[config.mk]
export PLATFORM = sky130hd
export DESIGN_NAME = branch_predictor
export DESIGN_NICKNAME = d
export VERILOG_FILES = /design/src/rtl/branch_predictor.sv
export SDC_FILE = /design/constraint.sdc
export NUM_CORES = 1
export LEC_CHECK = 0
export CORE_UTILIZATION = 45
export DETAILED_ROUTE_END_ITERATION = 8
export DONT_BUFFER_PORTS = 1
export MAX_ROUTING_LAYER = met4
export PLACE_DENSITY = 0.57
export SYNTH_ARGS = -nofsm -noshare
export SYNTH_HDL_FRONTEND = slang
export SYNTH_SLANG_ARGS = --single-unit
[constraint.sdc]
create_clock -name clk -period 4.8 [get_ports clk]
set_clock_uncertainty 0.1 [all_clocks]
set_input_delay 0.24 -clock clk [delete_from_list [all_inputs] [get_ports clk]]
set_output_delay 0.24 -clock clk [all_outputs]
set_load 0.05 [all_outputs]
[src/rtl/branch_predictor.sv]
// branch_predictor
//   Direct-mapped branch target buffer with 2-bit saturating direction
//   counters. Fetch looks up PCF combinationally and supplies the predicted
//   next PC. Execute compares the resolved outcome against the prediction
//   that was piped down with the instruction, raises a redirect on a
//   mispredict, and updates the table on the clock edge.
//
// Ports
//   clk, rst        rising-edge clock, synchronous active-high reset
//   PCF             fetch PC
//   PredTakenF      fetch prediction: taken
//   PredTargetF     predicted next PC (BTB target or PCF+4)
//   ValidE          execute slot holds a real instruction
//   BranchE/JumpE/JalrE  control-type flags of the execute instruction
//   PCE             execute PC
//   PCSrcE          resolved next-PC select, nonzero = taken
//   ActualTargetE   resolved taken target
//   PredTakenE/PredTargetE  prediction carried from F to E
//   MispredictE     redirect required this cycle
//   RedirectPCE     correct next PC on a mispredict
//   BranchCount     saturating count of resolved control instructions
//   MissCount       saturating count of mispredicts
`timescale 1ns/1ps

module branch_predictor #(
    parameter int unsigned IDX_BITS = 4,
    parameter int unsigned CNT_W    = 16
) (
    input  logic             clk,
    input  logic             rst,
    input  logic [31:0]      PCF,
    output logic             PredTakenF,
    output logic [31:0]      PredTargetF,
    input  logic             ValidE,
    input  logic             BranchE,
    input  logic             JumpE,
    input  logic             JalrE,
    input  logic [31:0]      PCE,
    input  logic [1:0]       PCSrcE,
    input  logic [31:0]      ActualTargetE,
    input  logic             PredTakenE,
    input  logic [31:0]      PredTargetE,
    output logic             MispredictE,
    output logic [31:0]      RedirectPCE,
    output logic [CNT_W-1:0] BranchCount,
    output logic [CNT_W-1:0] MissCount
);

    localparam int unsigned ENTRIES = 1 << IDX_BITS;
    localparam int unsigned TAG_W   = 30 - IDX_BITS;

    logic [ENTRIES-1:0]      valid_q;
    logic [ENTRIES-1:0][1:0] cnt_q;
    logic [TAG_W-1:0]        tag_q    [ENTRIES];
    logic [31:0]             target_q [ENTRIES];

    logic [IDX_BITS-1:0] idx_f;
    logic [TAG_W-1:0]    tag_f;
    logic                hit_f;
    logic [IDX_BITS-1:0] idx_e;
    logic [TAG_W-1:0]    tag_e;
    logic                hit_e;
    logic                ctl_e;
    logic                taken_e;

    // Fetch lookup: reads the registered table only, so a write on the same
    // edge is not visible until the following cycle.
    always_comb begin
        idx_f       = PCF[IDX_BITS+1:2];
        tag_f       = PCF[31:IDX_BITS+2];
        hit_f       = valid_q[idx_f] && (tag_q[idx_f] == tag_f);
        PredTakenF  = hit_f && cnt_q[idx_f][1];
        PredTargetF = PredTakenF ? target_q[idx_f] : (PCF + 32'd4);
    end

    // Execute resolution
    always_comb begin
        idx_e   = PCE[IDX_BITS+1:2];
        tag_e   = PCE[31:IDX_BITS+2];
        hit_e   = valid_q[idx_e] && (tag_q[idx_e] == tag_e);
        ctl_e   = ValidE && (BranchE || JumpE || JalrE);
        taken_e = (PCSrcE != 2'b00);

        MispredictE = 1'b0;
        if (ValidE) begin
            if (ctl_e) begin
                MispredictE = (taken_e != PredTakenE) ||
                              (taken_e && PredTakenE && (ActualTargetE != PredTargetE));
            end else begin
                // A non-control instruction predicted taken hit a stale entry.
                MispredictE = PredTakenE;
            end
        end

        // Non-control instructions always fall through.
        RedirectPCE = (ctl_e && taken_e) ? ActualTargetE : (PCE + 32'd4);
    end

    // Table and counter update
    always_ff @(posedge clk) begin
        if (rst) begin
            valid_q     <= '0;
            cnt_q       <= '0;
            BranchCount <= '0;
            MissCount   <= '0;
        end else begin
            if (ctl_e) begin
                if (hit_e) begin
                    if (taken_e) begin
                        if (cnt_q[idx_e] != 2'b11) cnt_q[idx_e] <= cnt_q[idx_e] + 2'd1;
                        target_q[idx_e] <= ActualTargetE;
                    end else begin
                        if (cnt_q[idx_e] != 2'b00) cnt_q[idx_e] <= cnt_q[idx_e] - 2'd1;
                    end
                end else if (taken_e) begin
                    // Allocate as weakly taken.
                    valid_q[idx_e]  <= 1'b1;
                    tag_q[idx_e]    <= tag_e;
                    target_q[idx_e] <= ActualTargetE;
                    cnt_q[idx_e]    <= 2'b10;
                end
            end else if (ValidE && PredTakenE && hit_e) begin
                valid_q[idx_e] <= 1'b0;
            end

            if (ctl_e && (BranchCount != '1)) BranchCount <= BranchCount + 1'b1;
            if (MispredictE && (MissCount != '1)) MissCount <= MissCount + 1'b1;
        end
    end

endmodule

# After elaboration in Yosys (flattened, before gate mapping)
# Memory sizes are Yosys's and may differ from the RTL's.
# Cells that the tools add are included.
[totals]
regBits = 80
ram_bits = 928
in_bits = 137
output_inout_bits = 98
wordCells = 106
memories = 2
[classes]
addsub = 6
magnitude_cmp = 3
eq_ne = 10
mux = 37
bitwise = 7
reduce_logical = 22
[mem_list]
columns = ["memory", "depth", "word_bits", "rd", "rd_ports_with_merged_regs", "write_ports", "line_no", "text"]
rows = [
  ["target_q", 16, 32, 1, 0, 1, "55", "logic [31:0] target_q [ENTRIES];"],
  ["tag_q", 16, 26, 2, 0, 1, "54", "logic [TAG_W-1:0] tag_q [ENTRIES];"],
]
[ops]
columns = ["op", "count"]
rows = [
  ["$mux 32", 8],
  ["$add 32x3->32 const B", 2],
  ["$bwmux 32", 2],
  ["$mux 16", 4],
  ["$eq 26x26->1", 2],
  ["$add 16x1->16 const B", 2],
  ["$and 16x16->16", 2],
  ["$ne 16x16->1 const B", 2],
  ["$ne 32x32->1", 1],
  ["$not 16->16", 2],
  ["$or 16x16->16", 2],
  ["$bmux 2 s4", 2],
  ["$mux 1", 14],
  ["$logic_and 1x1->1", 12],
  ["$lt 4x5->1 const B", 2],
  ["$reduce_bool 2->1", 5],
  ["$bmux 1 s4", 2],
  ["$demux 2 s4", 1],
  ["$mux 2", 3],
  ["$demux 1 s4", 1],
  ["$ge 4x1->1 const B", 1],
  ["$ne 2x2->1 const B", 2],
  ["$reduce_and 4->1", 1],
  ["$logic_or 1x1->1", 3],
  ["other kinds (7)", 7],
]

# Logic depth before layout (Yosys ltp)
# Gate-level depths: netlist of run 1.
[logic_depth]
depth_word = 8
depth_mapped = 15

# Least setup slack after synthesis of run 1
# No wires, ideal clock.
[synth_path]
path_kind = "input -> output"
startpoint = "input port PCF[2]"
endpoint = "output port PredTakenF"
arrival_ns = 4.268
required_time_ns = 4.460
path_slack_ns = 0.192
stages = 11
n_path_buf = 4
path_cell_list = "buf_6 buf_6 buf_4 buf_2 mux4_2 mux4_2 xor2_1 nor2_1 nand3_1 or4_1 nor4_1"
[synth_via]
elab_chain_len = 4
word_cells_on_any_way = 8
[synth_lines]
columns = ["item", "line_no", "text"]
rows = [
  ["start, declared", "31", "input logic [31:0] PCF,"],
  ["$mem_v2 16x26 or $bmux 1 s4 (tied branches)", "-", ""],
  ["$eq 26x26->1 or $mux 1 (tied branches)", "71", "hit_f = valid_q[idx_f] && (tag_q[idx_f] == tag_f);"],
  ["$logic_and 1x1->1", "71", ""],
  ["$logic_and 1x1->1 (*)", "72", "PredTakenF = hit_f && cnt_q[idx_f][1];"],
  ["end, declared", "32", "output logic PredTakenF,"],
]
# Every way passes the cells marked *; elsewhere a longest branch is shown, timed or not. The select of a mux whose other input is x is not followed.

==> metrics.yaml, run 1 <==
timing:
  fin_crit_sh_pct: 97.7
  fin_ws_ns: 0.109
  max_slew_margin_pct: 24.0
  tns_ns: 0
  worstMarginPinSlew_ns: 1.14
  setup_viol: 0
  final-hold-violation-count: 0
  clock.fmax_mhz: 213
  fin_crit_ns: 4.69
  rsz0062_at_grt: "no"
  slew_viol_final: 0
finish:
  drive_gt1_share_pct: 26.2
  final_nets: 2781
  layout-area-overhead-vs-synth_pct: 13.6
  final_cell_mix: "edfxtp_1, mux4_2, nand2_1"
  layout_commonest_cell: "edfxtp_1"
  finish.instance_area_um2: 51700
  fin_cells: 4030
min_path:
  worstHoldPathType: "in2reg"
  whs_path_depth: 3
  hold_end: "cnt_q[30]"
  min_from: "JalrE"
worst_setup_path:
  reg2reg_depth: 10
  crit_fanout: 32
  worst_setup_path_end_kind: "output port"
  crit_path_start_kind: "flop"
  cp_cell_sequence: "mux4_2 -> mux4_2 -> xnor2_1 -> nand4_1 -> nor4bb_1 -> nand2_1 -> or4b_2 -> buf_6 -> mux2_4"
  regToRegEndpoint: "cnt_q[1]"
  path_common_cell: "mux4_2"
  crit_slowest_cell: "or4b_2"
  slowest_delay_ns: 0.66
  r2r_slack_ns: 0.25
  path_class: "reg2out"
  crit_path_start: "tag_q[10][5]"
  critical_path_required_ns: 4.46
  rr_startpoint: "tag_q[12][10]"
  cp_data_arrival_time_ns: 4.35
route:
  drc: 0
  routed_wl_mm: 145
  first_pass_iters: 5
  avgRoutedWirePerCell_um: 36.0
  num_vias: 26400
  ant_nets: 0
  drt-initial-drc-count: 3476
  vias_per_cell: 6.55
global_routing:
  grt_pass1_wl_mm: 203
  grt_pass1_vias: 26153
  antenna_found_initial: 9
  grt_max_degree: 250
  globalRouteTotalUtil_pct: 29.2
  grt.overflow.total: 0
clocking:
  cts_tree: "done"
  cts_sinks: 1008
  clkSlewWorstSetupHoldPaths_ns: 0.06
  cts_buffers: 107
  h-tree-depth: 3
  cts_buffer_depth: 3
  insertion_delay_ns: 0.69
  clockRootBuffer: "clkbuf_16"
  postCtsSetupRepairBufs: 0
pwr:
  ir_drop_mv: 0.295
  p_leak_nw: 16.5
  power.density_nw_per_um2: 373
  finalPower_mw: 19.3
yosys:
  mappedNetlistNets: 2668
  synthArstFlopShare_pct: 0
  synthCells: 2521
  syn_area_um2: 45500
  ys.flop_type: "edfxtp_1"
  yosys_warnings: 0
  ys_types: 66
  seq_area_frac_synth_pct: 64.7
  synth-seq-cells: 1008
  avgSynthCellArea_um2: 18.1
  synth_edf_count: 928
placement:
  place_area_um2: 47600
  gp_congestion: 0.932
  place_ws_ns: 0.632
  post-place-cells: 3759
  hpwlAfterDp_mm: 87.7
  portBuffers: 0
floorplanning:
  io_pins: 235
  die_h_um: 320
  num_rows: 116
  die-area_um2: 102000
  start_util_pct: 45.5
  core_um2: 100000
  die_x_um: 320
run_status:
  status: "completed"
job:
  maxCapViolations: 0
## critical path: cells and delay by family, from the launching register on
family	cells	cell delay, ns
xor gates and xnor gates	1	0.24
DFF	1	0.43
muxes	3	1.48
buffers and inverters	1	0.26
and+or+nand+nor	4	1.22
## worst max path at each step
| stage | endpoint | slack (ns) | cells after the start |
|---|---|---|---|
| after floorplan | PredTakenF | 0.19 | 11 |
| after global placement | cnt_q[12] | 0.62 | 10 |
| after detailed placement | tag_q[12][22] | 0.63 | 10 |
| after CTS | PredTargetF[31] | 0.05 | 9 |
| after global routing | PredTargetF[2] | 0.01 | 10 |
| final | PredTargetF[13] | 0.11 | 9 |
## state kept, by name, summed over array words and instances, names as in the netlist, named ones only
register     cells
BranchCount     16
tag_q          416
MissCount       16
target_q       512
cnt_q           32
## area by class of cell
type | instances | area [um2]
flip-flops and latches | 1008 | 29500
clock buffers | 139 | 2870
repair buffers | 166 | 1640
inverters | 24 | 90.1
diodes | 12 | 30.0
clock inverters | 56 | 559
well taps | 1298 | 1620
fillers | 7950 | 48400
multi-input cells | 1327 | 15500
## stage by stage
step / util, % / hold WS, ns
2_1_floorplan: - / 0.239
3_3_place_gp: 47.5 / 0.219
3_5_place_dp: 47.5 / 0.220
4_1_cts: 51.6 / 0.0326
5_1_grt: 51.7 / 0.0807
6_report: 51.7 / 0.0893
## cell usage after synthesis, types with 10 or more instances
cell type,n,area [um2]
mux4_2,380,8560
a21oi_1,20,100
and3_1,17,106
dfxtp_1,80,1600
nor2_1,109,409
nand2_1,121,454
xnor2_1,115,1010
a41oi_1,15,131
buf_1,29,109
nand2b_1,28,175
a22oi_1,22,165
clkbuf_1,76,285
buf_6,13,146
or3_1,16,100
buf_2,36,180
mux2_4,29,435
nand3_1,44,220
edfxtp_1,928,27900
xor2_1,53,464
inv_1,22,82.6
mux2i_1,115,1150
o21ai_0,60,300
ha_1,10,125
nand4_1,29,181
a311oi_1,14,123
## cells by family after synthesis
group / synth area share [%]
DFF: 64.7
and+or+nand+nor: 4.46
adders and majority gates: 0.275
AOI/OAI and AO/OA: 3.06
muxes: 22.3
buffers and inverters: 1.91
xor gates and xnor gates: 3.23
## timing repair
action                      CTS  global route
setup endpoints to repair     0            32
resized for setup             0             2
hold buffers                 64             0
hold endpoints to repair   1008             0
## per-layer routing
layer | GRT usage [%] | vias up | part of all wire (%)
met2 | 44.6 | 1426 | 47
li1 | - | 10565 | -
met1 | 39.8 | 14181 | 41
met4 | 7.90 | 0 | 2.7
met3 | 6.39 | 228 | 9.3
met5 | - | - | 0
## where the power goes
part           switching (mW)  total (mW)  internal, mW
combinational           0.808        1.42         0.616
sequential             0.0496        9.72          9.67
clock                    3.46        8.16          4.70
total                    4.32        19.3          15.0
No activity file was read; power rests on OpenSTA's default activity.
==> run 2, diff against run 1 <==
- CORE_MARGIN: default -> 2
- clock period: 4.8 -> 5.9 ns (I/O delays scaled with it)
==> metrics.yaml, run 2 (synthesized netlist as in run 1, its figures left out) <==
worst_setup_path:
  crit_path_start_kind: "flop"
  slowest_delay_ns: 0.85  # +0.19 ns
  path_class: "reg2out"
  worst-path-buf-inv: 0  # -1
  crit_path_start: "tag_q[10][4]"
  cp_data_arrival_time_ns: 4.44  # +0.09 ns
  cpLargestDelayFamily: "multiplexers"
  crit_slowest_cell: "or4b_4"
  cp_cell_sequence: "mux4_2 -> mux4_2 -> xnor2_1 -> nand4_1 -> nor2_1 -> nand2_1 -> or4b_4 -> mux2_2"
  path_common_cell: "mux4_2"
  critical_path_required_ns: 5.51  # +1.05 ns
  rr_startpoint: "tag_q[14][21]"
  worst_setup_path_end_kind: "output port"
  crit_fanout: 32  # unchanged
min_path:
  worstHoldPathType: "in2reg"
  min_from: "rst"
pwr:
  ir_drop_mv: 0.268  # -9.1%
  pwr-share-clk_pct: 42.9  # +0.6 points
  p_leak_nw: 16.2  # -1.9%
  swShare_pct: 22.7  # +0.32 points
  finalPower_mw: 15.9  # -18%
  p_int_mw: 12.3  # -18%
  power.density_nw_per_um2: 310  # -17%
  switching_power_mw: 3.60  # -17%
  seqPwrFrac_pct: 49.8  # -0.5 points
  p_comb_share_pct: 7.3  # about the same
clocking:
  clockRootBuffer: "clkbuf_16"
  cts_sinks: 1008  # unchanged
  clkSlewWorstSetupHoldPaths_ns: 0.07  # about the same
  cts_buffer_depth: 3  # unchanged
  insertion_delay_ns: 0.71  # +0.02 ns
  post_cts_resized: 0  # unchanged
  cts_tree: "done"
  cts_buffers: 108  # +0.93%
  h-tree-depth: 3  # unchanged
floorplanning:
  die-area_um2: 104000  # +1.3%
  core_um2: 100000  # unchanged
  die_x_um: 322  # +0.62%
  num_rows: 116  # unchanged
  die_h_um: 322  # +0.62%
  io_pins: 235  # unchanged
  start_util_pct: 45.5  # unchanged
timing:
  worstMarginPinSlew_ns: 1.38  # +0.234 ns
  rsz0062_at_grt: "no"
  final-hold-violation-count: 0  # unchanged
  tns_ns: 0  # unchanged
  slew_viol_final: 0  # unchanged
  setup_viol: 0  # unchanged
  holdWs_ns: 0.0160  # -0.0733 ns
  fin_crit_sh_pct: 81.9
  max_slew_margin_pct: 7.58  # -16 points
  clock.fmax_mhz: 207
  fin_crit_ns: 4.83
route:
  top_layer: "met4"
  avgRoutedWirePerCell_um: 36.0  # about the same
  wl_met1_mm: 58.6  # -0.13%
  wl_met2_mm: 65.5  # -4.9%
  met3_length_mm: 14.4  # +7.0%
  first_pass_iters: 6  # +1
  drt-initial-drc-count: 3308  # -4.8%
  routed_wl_mm: 143  # -1.2%
  ant_nets: 0  # unchanged
  vias_per_cell: 6.51  # -0.66%
  drc: 0  # unchanged
  num_vias: 25913  # -1.8%
finish:
  fin_cells: 3982  # -1.2%
  drive_gt1_share_pct: 24.9  # -1.3 points
  final_nets: 2723  # -2.1%
  layout-area-overhead-vs-synth_pct: 12.5
  final_cell_mix: "edfxtp_1, mux4_2, nand2_1"
  top_regs: "target_q (512), tag_q (416), cnt_q (32)"
  multiInputGateArea_um2: 15500  # about the same
  n_fill_cell: 8000  # +0.63%
  regArea_um2: 29500  # unchanged
  largest_reg_flops: 512  # unchanged
  utilization_pct: 51.2  # -0.50 points
  layout_commonest_cell: "edfxtp_1"
  top_register: "target_q"
placement:
  portBuffers: 0  # unchanged
  gp_congestion: 0.890  # -4.5%
  hpwlAfterDp_mm: 86.0  # -2.0%
  post-place-cells: 3700  # -1.6%
global_routing:
  grt_pass1_wl_mm: 199  # -2.4%
  grt_pass1_vias: 25346  # -3.1%
  grt.overflow.total: 0  # unchanged
  antenna_found_initial: 18  # +9
  globalRouteTotalUtil_pct: 28.4  # -0.83 points
  grt_max_degree: 250  # unchanged
job:
  maxCapViolations: 0  # unchanged
run_status:
  status: "completed"
## run 2: metal layers
metal | up-vias | global-route usage (%)
li1 | 10467 | -
met1 | 13870 | 38.4
met2 | 1360 | 41.8
met3 | 216 | 7.91
met4 | 0 | 9.03
met5 | - | -
## run 2: metrics by stage
step	instance area [um2]	worst slack (ns)
detailed placement	47000	1.16
global route	51200	0.959
floorplan	45500	1.18
CTS	51200	1.05
global placement	47000	1.25
finish	51200	1.07
## run 2: timing repair
action | CTS | global route
endpoints found under the hold margin | 1008 | 0
hold buffers | 64 | 0
setup buffers | 0 | 0
## run 2: worst paths after layout
check                    end  slack (ns)  depth (start not counted)
max          PredTargetF[31]        1.07                          8
min                cnt_q[25]        0.02                          2
max reg2reg     tag_q[0][22]        1.42                          9
min reg2reg        cnt_q[28]        0.38                          2
## run 2: cell type report
class | instances | area share (%)
Timing Repair Buffer | 107 | 1.93
Antenna cell | 16 | 0.0781
Clock inverter | 67 | 1.30
Multi-Input combinational cell | 1327 | 30.2
Inverter | 24 | 0.176
Clock buffer | 135 | 5.65
Tap cell | 1298 | 3.17
Sequential cell | 1008 | 57.5
## run 2: power groups by stage
stage / registers, mW / clock network, mW / logic, mW
3_3_place_gp: 8.05 / 0 / 1.00
6_report: 7.90 / 6.82 / 1.16
5_1_grt: 7.91 / 7.17 / 1.20
2_1_floorplan: 8.05 / 0 / 0.863
3_5_place_dp: 8.06 / 0 / 1.00
4_1_cts: 7.90 / 6.90 / 1.14
